==> src/rtl/ika2151_timerctl.sv <==
// ika2151_timerctl: CPU-side register interface of the timer block.
//
// A CPU write arrives on asynchronous strobes. It passes through a 2-flop
// synchronizer, is held in a single pending slot, and is applied on the next
// phi1 negative-edge enable. Address-port writes (A0=0) load the address
// register. Data-port writes (A0=1) update the selected timer register and
// restart the busy counter. The status byte is re-registered on every
// emulator clock.
//
// Ports:
//   i_EMUCLK          master clock; all state updates on its rising edge
//   i_MRST_n          synchronous active-low reset
//   i_phi1_NCEN_n     active-low phi1 strobe for register apply and busy count
//   i_CS_n/WR_n/RD_n  asynchronous CPU bus strobes, active-low
//   i_A0, i_D         port select (0 = address, 1 = data) and write data
//   o_D, o_D_OE       status byte {BUSY, 5'b0, TIMERB_FLAG, TIMERA_FLAG} and read enable
//   i_TIMERx_FLAG     timer status flags
//   o_CLKA1/CLKA2/CLKB/TEST, run / irq-enable / CSM bits, FRST pulses
module ika2151_timerctl #(
    parameter int unsigned BUSY_CYCLES = 32
) (
    input  logic       i_EMUCLK,
    input  logic       i_MRST_n,
    input  logic       i_phi1_NCEN_n,
    input  logic       i_CS_n,
    input  logic       i_WR_n,
    input  logic       i_RD_n,
    input  logic       i_A0,
    input  logic [7:0] i_D,
    output logic [7:0] o_D,
    output logic       o_D_OE,
    input  logic       i_TIMERA_FLAG,
    input  logic       i_TIMERB_FLAG,
    output logic [7:0] o_CLKA1,
    output logic [1:0] o_CLKA2,
    output logic [7:0] o_CLKB,
    output logic [7:0] o_TEST,
    output logic       o_TIMERA_RUN,
    output logic       o_TIMERB_RUN,
    output logic       o_TIMERA_IRQ_EN,
    output logic       o_TIMERB_IRQ_EN,
    output logic       o_CSM,
    output logic       o_TIMERA_FRST,
    output logic       o_TIMERB_FRST
);

    localparam int unsigned CntW = $clog2(BUSY_CYCLES + 1);
    localparam logic [CntW-1:0] CntLoad = CntW'(BUSY_CYCLES);

    logic [1:0]      wr_sync;
    logic            wr_prev;
    logic [1:0]      rd_sync;
    logic            pend_valid;
    logic            pend_a0;
    logic [7:0]      pend_d;
    logic [7:0]      addr;
    logic [CntW-1:0] busy_cnt;
    logic            busy;

    logic wr_now, rd_now, capture, apply, data_apply;

    always_comb begin
        wr_now     = ~i_CS_n & ~i_WR_n;
        rd_now     = ~i_CS_n & ~i_RD_n;
        capture    = wr_sync[1] & ~wr_prev;
        // pend_valid is registered, so the capture edge can never be its own apply edge.
        apply      = pend_valid & ~i_phi1_NCEN_n;
        data_apply = apply & pend_a0;
    end

    assign o_D_OE = rd_sync[1];

    always_ff @(posedge i_EMUCLK) begin
        if (!i_MRST_n) begin
            wr_sync         <= 2'b00;
            wr_prev         <= 1'b0;
            rd_sync         <= 2'b00;
            pend_valid      <= 1'b0;
            pend_a0         <= 1'b0;
            pend_d          <= 8'h00;
            addr            <= 8'h00;
            busy_cnt        <= '0;
            busy            <= 1'b0;
            o_D             <= 8'h00;
            o_CLKA1         <= 8'h00;
            o_CLKA2         <= 2'b00;
            o_CLKB          <= 8'h00;
            o_TEST          <= 8'h00;
            o_TIMERA_RUN    <= 1'b0;
            o_TIMERB_RUN    <= 1'b0;
            o_TIMERA_IRQ_EN <= 1'b0;
            o_TIMERB_IRQ_EN <= 1'b0;
            o_CSM           <= 1'b0;
            o_TIMERA_FRST   <= 1'b0;
            o_TIMERB_FRST   <= 1'b0;
        end else begin
            wr_sync <= {wr_sync[0], wr_now};
            wr_prev <= wr_sync[1];
            rd_sync <= {rd_sync[0], rd_now};
            o_D     <= {busy, 5'b00000, i_TIMERB_FLAG, i_TIMERA_FLAG};

            // FRST pulses last from their apply edge to the next phi1 strobe.
            if (!i_phi1_NCEN_n) begin
                o_TIMERA_FRST <= 1'b0;
                o_TIMERB_FRST <= 1'b0;
                if (busy_cnt != '0) begin
                    busy_cnt <= busy_cnt - 1'b1;
                    busy     <= (busy_cnt != CntW'(1));
                end
            end

            if (data_apply) begin
                busy_cnt <= CntLoad;
                busy     <= (BUSY_CYCLES != 0);
            end

            if (apply) begin
                pend_valid <= 1'b0;
                if (!pend_a0) begin
                    addr <= pend_d;
                end else begin
                    case (addr)
                        8'h01: o_TEST  <= pend_d;
                        8'h10: o_CLKA1 <= pend_d;
                        8'h11: o_CLKA2 <= pend_d[1:0];
                        8'h12: o_CLKB  <= pend_d;
                        8'h14: begin
                            o_TIMERA_RUN    <= pend_d[0];
                            o_TIMERB_RUN    <= pend_d[1];
                            o_TIMERA_IRQ_EN <= pend_d[2];
                            o_TIMERB_IRQ_EN <= pend_d[3];
                            o_TIMERA_FRST   <= pend_d[4];
                            o_TIMERB_FRST   <= pend_d[5];
                            o_CSM           <= pend_d[7];
                        end
                        default: ;
                    endcase
                end
            end

            // A capture on the apply edge refills the slot after it drains.
            if (capture) begin
                pend_valid <= 1'b1;
                pend_a0    <= i_A0;
                pend_d     <= i_D;
            end
        end
    end

endmodule
==> config.mk <==
export PLATFORM = sky130hd
export DESIGN_NAME = ika2151_timerctl
export DESIGN_NICKNAME = d
export VERILOG_FILES = /design/src/rtl/ika2151_timerctl.sv
export SDC_FILE = /design/constraint.sdc
export NUM_CORES = 1
export LEC_CHECK = 0
export ABC_AREA = 0
export BUFFER_PORTS_ARGS = -buffer_cell sky130_fd_sc_hd__buf_4
export CORE_UTILIZATION = 45
export DETAILED_ROUTE_END_ITERATION = 10
export HOLD_SLACK_MARGIN = 0.05
export PLACE_DENSITY = 0.79
export RECOVER_POWER = 100
export SLEW_MARGIN = 20
export SYNTH_ARGS = -nofsm -noshare
export SYNTH_HDL_FRONTEND = slang
export SYNTH_SLANG_ARGS = --single-unit
==> constraint.sdc <==
create_clock -name i_EMUCLK -period 2.1 [get_ports i_EMUCLK]
set_clock_uncertainty 0.15 [all_clocks]
set_input_delay 0.21 -clock i_EMUCLK [delete_from_list [all_inputs] [get_ports i_EMUCLK]]
set_output_delay 0.21 -clock i_EMUCLK [all_outputs]
set_load 0.03 [all_outputs]
==> results_dict.tcl, run 1 <==
set metrics [dict create \
    tightest_slew_ns 1.02 \
    start_util 0.470 \
    timing.critical_path.cells "dlygate4sd3_1 > buf_4 > and3b_1 > nand4_1 > clkbuf_1 > mux2i_1" \
    synth_top_family_by_area "simple AND/OR/NAND/NOR gates" \
    intPower_mw 2.20 \
    fillers 538 \
    setup_violations 0 \
    rsz0062_at_grt "no" \
    cts.sink_count 66 \
    post_drt_via_cell_ratio 4.87 \
    crit_path_max_incr_delay_ns 0.54 \
    number_of_buffers_on_the_longest_clock_path 2 \
    synth-compound-area-share 0.0687 \
    avgSynthCellArea_um2 9.61 \
    finalPower_mw 3.00 \
    netlist_top_cells_area "sky130_fd_sc_hd__dfxtp_1 (51%), sky130_fd_sc_hd__mux2i_1 (15%), sky130_fd_sc_hd__nand2_1 (8.9%)" \
    dp_slack_ns 0.315 \
    synth_top_area_frac 0.507 \
    tritoncts_buffers 9 \
    ff2ff_path_depth 4 \
    power.ir.vdd_worst_uv 417 \
    clock_power_share 0.393 \
    grt.overflow.total 0 \
    min_path_cells 1 \
    ys_dominant_reg_cell "sky130_fd_sc_hd__dfxtp_1" \
    fmax_mhz 515 \
    netlist_instances 271 \
    antenna_cells 0 \
    setup_slack_ns 0.158 \
    period_minus_slack_ns 1.94 \
    post_synth_most_frequent_cells "sky130_fd_sc_hd__dfxtp_1 (66), sky130_fd_sc_hd__nand2_1 (62), sky130_fd_sc_hd__mux2i_1 (40), sky130_fd_sc_hd__clkbuf_1 (12), sky130_fd_sc_hd__nor2b_1 (11)" \
    yosysSeqAreaShare 0.507 \
    routed_wirelength_um 5340 \
    cts_root_buffer "sky130_fd_sc_hd__clkbuf_8" \
    cellPowerDensity_mw_per_mm2 911 \
    seq_power_share 0.461 \
    grt_first_pass_wirelength_um 9090 \
    dr_total_vias 2047 \
    route.detailed.wl_per_inst_um 12.7 \
    report.final.hold_viol_count 0 \
    dpl.hpwl_um 3600 \
    critPathCaptureType "register" \
    first_pass_iters 4 \
    power_switching_uw 801 \
    synth_edf_count 0 \
    die_area_mm2 0.00609 \
    area.growth.synth_to_final_pct 26.6 \
    ys_ff_latch 66 \
    yosys.area.top_type "sky130_fd_sc_hd__dfxtp_1" \
    cp_data_arrival_time_ns 2.05 \
    max_cap_viol_count 0 \
    static-leakage-power_nw 1.35 \
    finalSetupTns_ns 0 \
    clk-insertion-delay-late_ns 0.33 \
    post_synth_mux_area_share 0.154 \
    netlist_area_pre_place_mm2 0.00260 \
    first_global_vias 1946 \
    worst-path-max-fanout 12 \
    grt_usage 0.193 \
    maximum_number_of_pins_on_one_net_before_global_route_repair 61 \
    finalWeightedCongestion 0.793 \
    final-max-slew-violation-count 0 \
    timing_worst_setup_path_type "in2reg" \
    hp-class "reg2reg" \
    switching_share_of_power 0.267 \
    clkSlewWorstSetupHoldPaths_ns 0.07 \
    yosys.area_share.xor_xnor 0 \
    async_reset_ff_frac 0 \
    numPlacedInstances 388 \
    die-height_um 78.1 \
    clock_tree_from_tritoncts "yes" \
    status "finished clean" \
    pwr-share-comb 0.147 \
    synthesized_area_fraction_occupied_by_adder_cells 0.0144 \
    final_antenna_net_count 0 \
    slew-limit-headroom 0.321 \
    synth_simple_gate_area_share 0.213 \
    holdWs_ns 0.283 \
    die-width_um 78.1 \
    layout_worst_path_cycle_share 0.925 \
    cp-start-kind "input pin" \
    post_route_cells_drive_above_1_share 0.106 \
    fp.coreArea_mm2 0.00554 \
    placement.io_buffers 53 \
    htree_num_levels 3 \
    yosysMostFrequentCell "sky130_fd_sc_hd__dfxtp_1" \
    worst_ep_required_time_ns 2.21 \
    total_drc_errors_in_the_routed_layout 0 \
    final_cells 420 \
    io-pin-count 59 \
    critical-path-slowest-cell "sky130_fd_sc_hd__clkbuf_1" \
    final_nets 363 \
    drtIter0Drc 59 \
    synth_cell_types 36 \
    initial_antenna_violation_count 0 \
    num_rows 27 \
    yosysWarningCount 0 \
]
[final cells by class]
| cell class | count | area, um2 | area share |
|---|---|---|---|
| Sequential cell | 66 | 1320 | 0.401 |
| Multi-Input combinational cell | 186 | 1180 | 0.359 |
| Timing Repair Buffer | 75 | 459 | 0.139 |
| Clock buffer | 9 | 124 | 0.0376 |
| Clock inverter | 7 | 100 | 0.0304 |
| Tap cell | 72 | 90.1 | 0.0273 |
| Inverter | 5 | 18.8 | 0.00569 |
[path summary, 6_finish.rpt]
check	from	to	slack [ns]
setup / recovery	i_phi1_NCEN_n	o_CLKA1[4]	0.16
hold / removal	rd_sync[0]	rd_sync[1]	0.28
hold reg to reg	rd_sync[0]	rd_sync[1]	0.28
setup reg to reg	addr[1]	o_TEST[4]	0.30
[layer usage]
layer | up-vias | track usage | wire [um] | part of all wire
met5 | - | 0 | 0 | 0
li1 | 1052 | - | - | -
met4 | 0 | 0.0574 | 46 | 0.0086
met1 | 943 | 0.241 | 2480 | 0.46
met2 | 47 | 0.309 | 2570 | 0.48
met3 | 5 | 0.0709 | 248 | 0.046
[power groups by stage]
| stage | sequential (mW) | combinational [mW] | clock (mW) |
|---|---|---|---|
| floorplan | 1.41 | 0.325 | 0 |
| global placement | 1.41 | 0.413 | 0 |
| detailed placement | 1.41 | 0.423 | 0 |
| CTS | 1.38 | 0.447 | 1.21 |
| global route | 1.39 | 0.505 | 1.27 |
| finish | 1.38 | 0.440 | 1.18 |
[through the flow]
stage / util / instance area [um2]
after global routing: 0.595 / 3300
after floorplan: - / 2620
after detailed placement: 0.555 / 3080
after CTS: 0.625 / 3460
after global placement: 0.555 / 3080
final: 0.595 / 3300
[flip-flops by register name, summed over array words and instances (netlist names), 2 cells and up]
signal    flops
addr          8
o_CLKA2       2
busy_cnt      6
o_CLKB        8
o_D           3
wr_sync       2
o_TEST        8
rd_sync       2
o_CLKA1       8
pend_d        8
[worst max-delay path, delay by kind of cell]
kind | cells | cell delay (ns)
buf+inv | 3 | 1.24
mux | 1 | 0.27
simple gates | 2 | 0.33
[kinds of logic (layout without fill, tap and decap cells)]
logic type | Yosys count | after routing
muxes | 40 | 40
buffers and inverters | 23 | 96
and+or+nand+nor | 112 | 112
adders and majority gates | 3 | 3
DFF | 66 | 66
AOI/OAI and AO/OA | 26 | 26
other | 1 | 5
[cells in the final DEF (no fill, tap or decap), types with 5 or more instances in the layout]
cell type | netlist | final
sky130_fd_sc_hd__dfxtp_1 | 66 | 66
sky130_fd_sc_hd__nand2_1 | 62 | 62
sky130_fd_sc_hd__clkbuf_1 | 12 | 41
sky130_fd_sc_hd__mux2i_1 | 40 | 40
sky130_fd_sc_hd__dlygate4sd3_1 | 0 | 16
sky130_fd_sc_hd__buf_4 | 5 | 16
sky130_fd_sc_hd__nor2b_1 | 11 | 11
sky130_fd_sc_hd__a21boi_0 | 10 | 10
sky130_fd_sc_hd__clkbuf_8 | 0 | 9
sky130_fd_sc_hd__and2_1 | 6 | 6
sky130_fd_sc_hd__inv_1 | 5 | 5
sky130_fd_sc_hd__nor2_1 | 5 | 5
sky130_fd_sc_hd__nand3_1 | 5 | 5
sky130_fd_sc_hd__conb_1 | 1 | 5
[what timing repair did]
action                     in CTS  in global routing
hold buffers                   16                  0
setup endpoints to repair       0                  0
resized for setup               0                  0
buffers inserted                0                  0
hold endpoints to repair       16                  0
(Power assumes the default switching activity.)
==> run 2: changes to the inputs <==
CORE_MARGIN = 2   (was unset)
CORE_UTILIZATION = 30   (was 45)
PLACE_DENSITY = 0.6   (was 0.79)
==> run 2 against run 1 <==
  * Fmax grew 1.1%
  * Setup slack improved by 0.020 ns
  * Sequential share of layout area is 0.36 points lower
  * Wire length grew 6.2%
  * Power fell by 4.7%
  * Hold slack gained 0.0098 ns
  * Clock-buffer cell count stayed put
  * Cell count up 8.1%
  * First-iteration DRC count increased by 5.1%
  * Critical path depth is 1 lower
==> results_dict.tcl, run 2 (same netlist as run 1, synthesis figures left out) <==
set metrics [dict create \
    status "finished clean" \
    final_nets 364 \
    fmax_mhz 521 \
    sequential_cell_area_mm2 0.00132 \
    multi_input_comb_area_mm2 0.00119 \
    worstReg2RegStart "addr[2]" \
    setup.worst_path.start "i_phi1_NCEN_n" \
    grt_usage 0.127 \
    numPlacedInstances 422 \
    grt.overflow.total 0 \
    finalPower_mw 2.86 \
    post_drt_via_cell_ratio 4.48 \
    final-max-slew-violation-count 0 \
    setup_violations 0 \
    dr_total_vias 2035 \
    num_rows 33 \
    routed_wirelength_um 5670 \
    intPower_mw 2.07 \
    clk-insertion-delay-late_ns 0.35 \
    io-pin-count 59 \
    fillers 894 \
    cp-start-kind "input pin" \
    hp-class "reg2reg" \
    cellPowerDensity_mw_per_mm2 861 \
    slew-limit-headroom 0.326 \
    report.final.hold_viol_count 0 \
    tritoncts_buffers 9 \
    maximum_number_of_pins_on_one_net_before_global_route_repair 56 \
    power_switching_uw 792 \
    post_route_cells_drive_above_1_share 0.115 \
    first_global_vias 1958 \
    first_pass_iters 4 \
    period_minus_slack_ns 1.92 \
    area.growth.synth_to_final_pct 27.7 \
    final_antenna_net_count 0 \
    die_area_mm2 0.00944 \
    die-width_um 97.2 \
    clock_tree_from_tritoncts "yes" \
    placement.io_buffers 53 \
    layout_worst_path_cycle_share 0.915 \
    drtIter0Drc 62 \
    worst-path-max-fanout 12 \
    htree_num_levels 3 \
    hold_wc_startpoint "rd_sync[0]" \
    cts.sink_count 66 \
    clock_power_share 0.362 \
    mostFrequentLayoutCells "sky130_fd_sc_hd__dfxtp_1 (66), sky130_fd_sc_hd__nand2_1 (62), sky130_fd_sc_hd__mux2i_1 (40)" \
    cts_root_buffer "sky130_fd_sc_hd__clkbuf_8" \
    critPathCaptureType "register" \
    finalWeightedCongestion 0.722 \
    rsz0062_at_grt "no" \
    tightest_slew_ns 1.01 \
    clkSlewWorstSetupHoldPaths_ns 0.07 \
    route.detailed.wl_per_inst_um 12.5 \
    seq_power_share 0.483 \
    switching_share_of_power 0.277 \
    power.ir.vdd_worst_uv 328 \
    static-leakage-power_nw 1.35 \
    final_cells 454 \
    total_drc_errors_in_the_routed_layout 0 \
    cp_data_arrival_time_ns 1.99 \
    fp.coreArea_mm2 0.00830 \
    timing_worst_setup_path_type "in2reg" \
    die-height_um 97.2 \
    grt_first_pass_wirelength_um 9670 \
    number_of_buffers_on_the_longest_clock_path 2 \
    start_util 0.314 \
    pwr-share-comb 0.155 \
    antenna_cells 0 \
    initial_antenna_violation_count 0 \
    dpl.hpwl_um 4000 \
    worst_ep_required_time_ns 2.17 \
    max_cap_viol_count 0 \
    finalSetupTns_ns 0 \
    most_common_cell_after_layout_fill_and_taps_aside "sky130_fd_sc_hd__dfxtp_1" \
]
-- run 2: worst paths after layout --
check	end	slack, ns	cells past startpoint
worst max-delay path	o_CLKA2[0]	0.18	5
worst min-delay path	rd_sync[1]	0.29	1
worst max register to register	o_CLKA2[0]	0.29	3
worst min register to register	rd_sync[1]	0.29	1
-- run 2: layer usage --
metal	GRT usage	wire length [um]
met5	0	0
met4	0.0390	53
met3	0.0475	340
met2	0.202	2590
met1	0.160	2690
-- run 2: power groups by stage --
stage / Combinational [mW] / Sequential [mW] / Clock, mW
finish: 0.442 / 1.38 / 1.04
global route: 0.511 / 1.39 / 1.13
CTS: 0.455 / 1.38 / 1.07
global placement: 0.424 / 1.41 / 0
floorplan: 0.325 / 1.41 / 0
detailed placement: 0.429 / 1.41 / 0
-- run 2: final cells by class --
type / count / share of cell area
clock buffers: 9 / 0.0372
repair buffers: 76 / 0.141
inverters: 5 / 0.00564
flip-flops and latches: 66 / 0.397
well taps: 105 / 0.0395
clock inverters: 7 / 0.0211
multi-input cells: 186 / 0.358
-- run 2: critical path, cell delays in order --
cell and delay, ns:
sky130_fd_sc_hd__dlygate4sd3_1 0.53, sky130_fd_sc_hd__buf_4 0.17, sky130_fd_sc_hd__nand3b_1 0.30, sky130_fd_sc_hd__or4_1 0.63, sky130_fd_sc_hd__mux2i_1 0.15
-- run 2: stage by stage --
step                hold WS [ns]  utilization  cell area, um2  worst slack (ns)
floorplan                  0.132            -            2620             0.349
global placement           0.220        0.377            3130             0.336
detailed placement         0.222        0.377            3130             0.325
CTS                        0.205        0.419            3480             0.189
global route               0.326        0.401            3330             0.139
finish                     0.293        0.401            3330             0.179
-- run 2: timing repair --
item | 4_1_cts | 5_1_grt
hold buffers | 16 | 0
resized for setup | 0 | 0
setup buffers | 0 | 0
endpoints found under the hold margin | 16 | 0
==> run 3: changes to the inputs <==
CTS_BUF_LIST = sky130_fd_sc_hd__clkbuf_16   (was unset)
REMOVE_ABC_BUFFERS = 1   (was unset)
==> run 3 against run 2 <==
  * Setup slack improved by 0.00055 ns
  * Fmax hardly changed
  * Critical path depth unchanged
  * Sequential share of layout area fell by 1.4 points
  * Final area is 3.7% higher
  * Die area is the same
  * Hold slack worse by 0.0072 ns
  * Global-route usage is 0.62 points lower
  * Power grew 19%
==> results_dict.tcl, run 3 (same netlist as run 1, synthesis figures left out) <==
set metrics [dict create \
    placedInstanceArea_mm2 0.00314 \
    cellPowerDensity_mw_per_mm2 985 \
    number_of_buffers_on_the_longest_clock_path 2 \
    report.final.hold_viol_count 0 \
    finalSetupTns_ns 0 \
    ctsResizeCount 0 \
    routed_wirelength_um 5630 \
    maximum_number_of_pins_on_one_net_before_global_route_repair 54 \
    grt_usage 0.121 \
    cp_top_family "simple AND/OR/NAND/NOR gates" \
    io-pin-count 59 \
    final_antenna_net_count 0 \
    die_area_mm2 0.00944 \
    cts_root_buffer "sky130_fd_sc_hd__clkbuf_16" \
    dpl.hpwl_um 3970 \
    period_minus_slack_ns 1.92 \
    cp-start-kind "input pin" \
    grt_first_pass_wirelength_um 9140 \
    power.ir.vdd_worst_uv 469 \
    max_cap_viol_count 0 \
    critical-path-slowest-cell "sky130_fd_sc_hd__or4_1" \
    finalWeightedCongestion 0.761 \
    slew-limit-headroom 0.380 \
    post_route_cells_drive_above_1_share 0.111 \
    final_nets 367 \
    cp_data_arrival_time_ns 1.97 \
    cts.sink_count 66 \
    power_switching_uw 834 \
    grt.overflow.total 0 \
    intPower_mw 2.56 \
    clkSlewWorstSetupHoldPaths_ns 0.06 \
    tritoncts_buffers 9 \
    antenna_cells 0 \
    placement.io_buffers 53 \
    clk-insertion-delay-late_ns 0.32 \
    static-leakage-power_nw 1.40 \
    dr_total_vias 2061 \
    first_pass_iters 4 \
    start_util 0.314 \
    critPathCaptureType "register" \
    most_common_cell_after_layout_fill_and_taps_aside "sky130_fd_sc_hd__dfxtp_1" \
    seq_power_share 0.407 \
    die-height_um 97.2 \
    worst-path-max-fanout 12 \
    post_drt_via_cell_ratio 4.51 \
    timing.critical_path.cells "dlygate4sd3_1 > buf_4 > nand3b_1 > or4_1 > mux2i_1" \
    layout_worst_path_cycle_share 0.915 \
    final-max-slew-violation-count 0 \
    internal_reg_to_reg_setup_slack_ns 0.32 \
    tightest_slew_ns 0.930 \
    pwr-share-comb 0.129 \
    status "finished clean" \
    crit_path_max_incr_delay_ns 0.62 \
    worst_ep_required_time_ns 2.15 \
    cp.buffers_inverters 2 \
    fmax_mhz 521 \
    die-width_um 97.2 \
    hp-class "reg2reg" \
    design_area_mm2 0.00345 \
    area.growth.synth_to_final_pct 32.5 \
    timing_worst_setup_path_type "in2reg" \
    mostFrequentLayoutCells "sky130_fd_sc_hd__dfxtp_1 (66), sky130_fd_sc_hd__nand2_1 (62), sky130_fd_sc_hd__clkbuf_1 (42)" \
    fp.coreArea_mm2 0.00830 \
    clock_power_share 0.464 \
    clock_tree_from_tritoncts "yes" \
    route.detailed.wl_per_inst_um 12.3 \
    setup_violations 0 \
    htree_num_levels 3 \
    total_drc_errors_in_the_routed_layout 0 \
    initial_antenna_violation_count 0 \
    drtIter0Drc 52 \
    first_global_vias 1897 \
    num_rows 33 \
    rsz0062_at_grt "no" \
    switching_share_of_power 0.245 \
]
-- run 3: changes by cell type in the layout (fill, tap and decap cells not counted), sizes merged --
cell and change:
clkbuf +3, clkinv -3, inv +2, bufinv +1
-- run 3: timing repair --
item / in CTS / in global routing
hold buffers: 16 / 0
buffers inserted: 0 / 0
endpoints found under the hold margin: 14 / 0
endpoints found under the setup margin: 0 / 0
-- run 3: power by group through the flow --
stage	Clock (mW)	Sequential (mW)	Combinational (mW)
after global routing	1.68	1.39	0.495
after global placement	0	1.41	0.419
after CTS	1.62	1.38	0.450
after detailed placement	0	1.41	0.427
final	1.58	1.38	0.437
after floorplan	0	1.41	0.299
-- run 3: worst paths after layout --
path,start,endpoint,cells after the start
min reg2reg,rd_sync[0],rd_sync[1],1
max,i_phi1_NCEN_n,o_CLKA2[0],5
max reg2reg,addr[1],o_CLKA2[0],3
min,rd_sync[0],rd_sync[1],1
-- run 3: metrics by stage --
stage	std cells	util	hold slack (ns)	setup WS [ns]	total power, mW
after floorplan	257	-	0.132	0.237	1.71
after global placement	425	0.378	0.219	0.345	1.83
after detailed placement	425	0.378	0.220	0.335	1.84
after CTS	457	0.436	0.220	0.184	3.46
after global routing	457	0.416	0.304	0.0497	3.57
final	457	0.416	0.286	0.179	3.40
-- run 3: per-layer routing --
metal  track usage  up-vias  part of all wire
li1              -     1055                 -
met1         0.159      953              0.50
met2         0.186       46              0.44
met3        0.0281        7             0.042
met4        0.0585        0             0.018
met5             0        -                 0
-- run 3: final cells by class --
cell class	instances	area, um2
repair buffers	79	468
multi-input cells	186	1190
clock inverters	7	93.8
inverters	5	18.8
flip-flops and latches	66	1320
clock buffers	9	225
well taps	105	131
fillers	864	4850
